**config.mk**
```make
export PLATFORM = sky130hd
export DESIGN_NAME = subleq_core
export DESIGN_NICKNAME = d
export VERILOG_FILES = /design/src/rtl/subleq_core.sv
export SDC_FILE = /design/constraint.sdc
export NUM_CORES = 1
export LEC_CHECK = 0
export CORE_UTILIZATION = 56
export CTS_CLUSTER_SIZE = 8
export DETAILED_ROUTE_END_ITERATION = 12
export HOLD_SLACK_MARGIN = 0.05
export PLACE_DENSITY = 0.81
export SYNTH_ARGS = -nofsm -noshare
export SYNTH_HDL_FRONTEND = slang
export SYNTH_SLANG_ARGS = --single-unit
```
**constraint.sdc**
```tcl
create_clock -name clk -period 3.4 [get_ports clk]
set_input_delay 0.51 -clock clk [delete_from_list [all_inputs] [get_ports clk]]
set_output_delay 0.51 -clock clk [all_outputs]
set_load 0.03 [all_outputs]
```
**src/rtl/subleq_core.sv**
```systemverilog
// subleq_core: SUBLEQ execution unit driving a single-port word memory bus,
// one bus access per cycle, six cycles per instruction.
`ifndef WORD_SIZE
`define WORD_SIZE 8
`endif
module subleq_core #(
  parameter int WORD_SIZE = `WORD_SIZE
) (
  input  logic                 clk,
  input  logic                 areset,
  input  logic                 run,
  output logic                 load,
  output logic                 store,
  output logic [WORD_SIZE-1:0] addr,
  output logic [WORD_SIZE-1:0] mem_in,
  input  logic [WORD_SIZE-1:0] mem_out,
  output logic [WORD_SIZE-1:0] pc,
  output logic                 halted
);
  localparam int W = WORD_SIZE;
  localparam logic [2:0] FETCH_A = 3'd0;
  localparam logic [2:0] FETCH_B = 3'd1;
  localparam logic [2:0] FETCH_C = 3'd2;
  localparam logic [2:0] READ_A  = 3'd3;
  localparam logic [2:0] READ_B  = 3'd4;
  localparam logic [2:0] WRITE   = 3'd5;
  localparam logic [2:0] HALT    = 3'd6;
  logic [2:0]   state_q, state_d;
  logic [W-1:0] pc_q, pc_d, a_q, a_d, b_q, b_d, c_q, c_d, va_q, va_d, vb_q, vb_d;
  logic         halted_q, halted_d;
  logic [W-1:0] r, addr_raw;
  logic         taken, stop, fa_go;
  always_comb begin
    r        = vb_q - va_q;
    taken    = r[W-1] | (r == '0);
    stop     = taken & (&c_q);
    fa_go    = (state_q == FETCH_A) & run;
    // areset gate keeps load low while held in reset despite run
    load     = areset & (fa_go | (state_q inside {FETCH_B, FETCH_C, READ_A, READ_B}));
    store    = areset & (state_q == WRITE);
    addr_raw = (state_q == FETCH_A) ? pc_q :
               (state_q == FETCH_B) ? pc_q + W'(1) :
               (state_q == FETCH_C) ? pc_q + W'(2) :
               (state_q == READ_A)  ? a_q : b_q;
    addr     = (load | store) ? addr_raw : '0;
    mem_in   = store ? r : '0;
    pc       = pc_q;
    halted   = halted_q;
    a_d      = fa_go ? mem_out : a_q;
    b_d      = (state_q == FETCH_B) ? mem_out : b_q;
    c_d      = (state_q == FETCH_C) ? mem_out : c_q;
    va_d     = (state_q == READ_A) ? mem_out : va_q;
    vb_d     = (state_q == READ_B) ? mem_out : vb_q;
    pc_d     = (state_q == WRITE) ? (taken ? c_q : pc_q + W'(3)) : pc_q;
    halted_d = halted_q | ((state_q == WRITE) & stop);
    state_d  = (state_q == FETCH_A) ? (run ? FETCH_B : FETCH_A) :
               (state_q == WRITE)   ? (stop ? HALT : FETCH_A) :
               (state_q == HALT)    ? HALT : state_q + 3'd1;
  end
  always_ff @(posedge clk or negedge areset) begin
    if (!areset) begin
      state_q  <= FETCH_A;
      pc_q     <= '0;
      a_q      <= '0;
      b_q      <= '0;
      c_q      <= '0;
      va_q     <= '0;
      vb_q     <= '0;
      halted_q <= 1'b0;
    end else begin
      state_q  <= state_d;
      pc_q     <= pc_d;
      a_q      <= a_d;
      b_q      <= b_d;
      c_q      <= c_d;
      va_q     <= va_d;
      vb_q     <= vb_d;
      halted_q <= halted_d;
    end
  end
endmodule
```
# After elaboration in Yosys (flattened, before gate mapping)
# Index checks and enable logic that the tools add are counted.
# Widths: inputs -> output; s select.
[word_totals]
register_bits = 52
inputBits = 11
out_inout_bits = 27
word_cells = 44
[op_classes]
add_sub_neg = 5
n_eq_ne = 6
mux = 12
n_bitwise = 9
n_reduce_logical = 4
[op_table]
columns = ["operator", "n"]
rows = [
  ["$mux 8", 7],
  ["$add 8x2->8 const B", 2],
  ["$mux 3", 4],
  ["$eq 3x3->1 const B", 3],
  ["$add 8x1->8 const B", 1],
  ["$logic_not 8->1", 1],
  ["$reduce_and 8->1", 1],
  ["$sub 8x8->8", 1],
  ["$eq 3x2->1 const B", 2],
  ["$and 1x1->1", 5],
  ["$or 1x1->1", 4],
  ["$reduce_bool 4->1", 1],
  ["$add 3x1->3 const B", 1],
  ["$eq 3x1->1 const B", 1],
  ["$logic_not 3->1", 1],
  ["$mux 1", 1],
]

# Longest topological paths before layout
[depth]
depth_word = 7
mapped_depth = 11
ltp_nobuf = 10

# Worst setup path before layout
# Ideal clock, no wire load.
[synth_timing]
path_kind = "register to output"
startpoint = "reg state_q[2]"
endpoint = "out addr[1]"
arrival_ns = 2.426
required_ns = 2.890
path_slack_ns = 0.464
stages_incl_launch_ff = 9
n_path_buf = 2
cell_sequence = "dfrtp_1 > clkbuf_1 > inv_1 > ha_1 > clkbuf_1 > a211oi_1 > a211oi_1 > a211oi_1 > a211oi_1"
[synth_between]
elab_chain_cells = 6
word_cells_on_any_way = 17
cone_classes = "5 x eq/ne; 5 x mux; 5 x bitwise; 2 x reduce/logical"
[synth_rtl]
columns = ["item", "line", "text"]
rows = [
  ["start: declaration", "28", "logic [2:0] state_q, state_d;"],
  ["start signal: assignment", "71", "state_q <= state_d;"],
  ["$eq 3x1->1, or another cell as far along", "39, 42", ""],
  ["$reduce_bool 4->1, or another cell as far along", "39", "load = areset & (fa_go | (state_q inside {FETCH_B, FETCH_C, READ_A, READ_B}));"],
  ["$or 1x1->1 / $mux 8 (equally long branches)", "39, 43", ""],
  ["$and 1x1->1 / $mux 8 (equally long branches)", "39, 42", ""],
  ["$or 1x1->1 / $mux 8 (equally long branches)", "45, 41", ""],
  ["$mux 8 (*)", "45", "addr = (load | store) ? addr_raw : '0;"],
  ["end: declaration", "14", "output logic [WORD_SIZE-1:0] addr,"],
]
# Mark *: on every way between the ends. The rest lies on a longest branch, timed or not.

# Worst setup path in the final report
[layout_timing]
startpoint = "reg state_q[1]"
endpoint = "out addr[7]"
# Same word-level chain as after synthesis.

==> summary.md <==
| Metric | Value |
|---|---|
| Row Count | 27 |
| Clock Latency Late Sink | 0.31 ns |
| Post-synth EDFFs | 0 |
| Starting Density | 0.580 |
| Critical Path Sink Type | output port |
| Global placement routability congestion | 0.903 |
| Netlist cell types | 50 |
| Setup Viol. Count Final | 0 |
| Asr flop ratio synth | 1.00 |
| Met1 GRT Util | 0.349 |
| Final worst-path cycle share | 0.950 |
| Max-Cap Viols | 0 |
| Buffers plus inverters on the worst setup path | 2 |
| Crit path required time | 2.89 ns |
| Detailed Routing Iterations Pass 1 | 5 |
| Synth Flop Type | dfrtp_1 |
| Clock skew | 0.00520 ns |
| Final hold violations | 0 |
| Worst path slowest cell | clkdlybuf4s50_1 |
| Clock sink total | 52 |
| Delay of the slowest critical-path stage | 0.60 ns |
| Post-Syn Area | 0.00317 mm2 |
| DIE HEIGHT | roughly 77 um |
| Layout Area Growth over Synthesis | 18.1% |
| Dpl hpwl | 5.77 mm |
| Hold Path Class | in2async |
| Commonest cells after routing, fill and taps aside | 88 x nand2_1, 52 x dfrtp_1, 30 x clkdlybuf4s50_1 |
| Syn Nets | 388 |
| Wirelength, routed | 7.79 mm |
| Crit path DAT | 2.72 ns |
| First-pass GRT wire length | 12.4 mm |
| Status | finished clean |
| PostCTS Resize Cnt | 0 |
| Die area | 0.00597 mm2 |
| Seq/Total Area, Yosys | 0.410 |
| Vias in the first global route | 2,535 |
| DRT iter0 DRCs | 237 |
| Most common cell after layout, fill and taps aside | nand2_1 |
| Least-Margin Pin Slew | ~0.66 ns |
| Met2 Use GR | 0.442 |
| Initial antenna violation count | 0 |
| Bufs on Longest Clock Path | 2 |
| TritonCTS clock tree | done |
| # port buffers | 37 |
| Post-Syn Area per Cell | 8.81 um2 |
| Max-slew violation count | 0 |
| # Post-CTS Setup Buffers | 0 |
| Element type at the critical path start | flip-flop |
| Count of state elements after synthesis | 52 |
| Routed length per instance | 16.5 um |
| Gr usage total | 0.272 |
| Residual DRC | 0 |
| Chip Width | 77.3 um |
| GR peak layer | met2 |
| Setup TNS | 0 ns |
| CP delay by family, top | simple AND/OR/NAND/NOR gates |
| Hold_buf cts | 0 |
| Top Ports | 38 |
| Total CTS buffers | 5 |
| Gr ovfl total | 0 |
| Yosys warning count | 0 |
| CP Class | reg2out |
| H-tree Lvls | 2 |
| Diodes inserted | 0 |
| Core Footprint | 0.00547 mm2 |
| Remaining antenna violation count | 0 |
| Slew headroom | 0.546 |
| Via density | 5.90 |
| Routed via count | 2,781 |
| Max FO, Critical Path | 16 |
| Final Critical Period | 3.23 ns |
| M3 GR Usage | 0.0429 |
| Post-synthesis instance total | 360 |
| Share of layout cells above drive strength 1 | 0.133 |
| Worst path cell trace | inv_1, ha_1, nand2_1, nand2_1, a21oi_1, nand4_1, a21oi_1, nor3_1, clkdlybuf4s50_1 |
| Clk slew on worst S/H paths | around 0.090 ns |
| Root Buffer | clkbuf_8 |
| Worst hold slack | 0.402 ns |
| Peak Freq | approximately 0.31 GHz |
| Nets | 426 |
| Pin count of the biggest net entering global routing | 53 |
| RSZ-0062 raised after global routing | false |
-- per-stage QoR --
stage | cells | utilization | cell area (um2) | setup WS (ns)
after floorplan | 360 | - | 3170 | 0.464
after global placement | 463 | 0.662 | 3620 | 0.585
after detailed placement | 463 | 0.662 | 3620 | 0.476
after CTS | 471 | 0.684 | 3750 | 0.176
after global routing | 471 | 0.684 | 3750 | 0.00878
final | 471 | 0.684 | 3750 | 0.170
-- flip-flops by register name (all words and copies together) (netlist names) --
signal and cells:
c_q 8, va_q 8, b_q 8, halted 1, a_q 8, state_q 3, vb_q 8, pc 8
-- layout make-up --
class | instances | area [um2]
multi-input cells | 273 | 1730
fillers | 456 | 1730
flip-flops and latches | 52 | 1300
repair buffers | 48 | 433
well taps | 72 | 90.1
clock buffers | 6 | 82.6
inverters | 18 | 67.6
clock inverters | 2 | 38.8
-- per-layer routing --
layer,vias up,part of all wire
li1,1323,-
met1,1306,0.42
met2,121,0.49
met3,31,0.054
met4,0,0.039
met5,-,0
-- kinds of logic after synthesis --
logic type | Yosys count | synth area share
buffers and inverters | 35 | 0.0438
AND/OR/NAND/NOR | 148 | 0.210
adder cells (fa/ha/maj) | 17 | 0.0694
flip-flops | 52 | 0.410
AO/OA/AOI/OAI | 73 | 0.152
multiplexers | 27 | 0.0927
XOR/XNOR | 8 | 0.0221
-- synthesized netlist by cell type, drive strengths merged, types with 3 or more instances --
cell type | instances | area (um2)
nor2 | 15 | 56.3
or3 | 3 | 20.0
a22oi | 4 | 30.0
xnor2 | 6 | 52.6
and2 | 3 | 18.8
nor4 | 3 | 18.8
o22ai | 4 | 25.0
nand4 | 4 | 25.0
mux2i | 8 | 80.1
nor2b | 8 | 50.1
dfrtp | 52 | 1300
o211ai | 3 | 22.5
nand2 | 88 | 330
a21oi | 15 | 75.1
nand3 | 13 | 70.1
ha | 16 | 200
mux2 | 19 | 214
clkbuf | 16 | 60.1
a211oi | 7 | 52.6
o21ai | 24 | 120
inv | 18 | 67.6
-- worst register-to-register path: stages, from the launching register on --
cell,delay (ns)
dfrtp_1,0.39
ha_1,0.23
fa_1,0.41
nor2b_1,0.21
o21ai_0,0.14
a311oi_2,0.32
nand3_2,0.14
o31ai_4,0.50
buf_4,0.25
nand3_1,0.13
a21oi_1,0.18
-- path summary, 6_finish.rpt --
| kind | start | end | slack (ns) | depth (start not counted) |
|---|---|---|---|---|
| max | state_q[1] | addr[7] | 0.17 | 9 |
| min | areset | pc[5] | 0.40 | 2 |
| max reg2reg | va_q[0] | state_q[1] | 0.41 | 10 |
| min reg2reg | b_q[2] | b_q[2] | 0.49 | 2 |
| max in group asynchronous | areset | vb_q[1] | 2.54 | 2 |
| min in group clk | b_q[2] | b_q[2] | 0.49 | 2 |
Power is not shown: default switching activity piles up to over one toggle a cycle in this logic, so the estimate is an artifact.
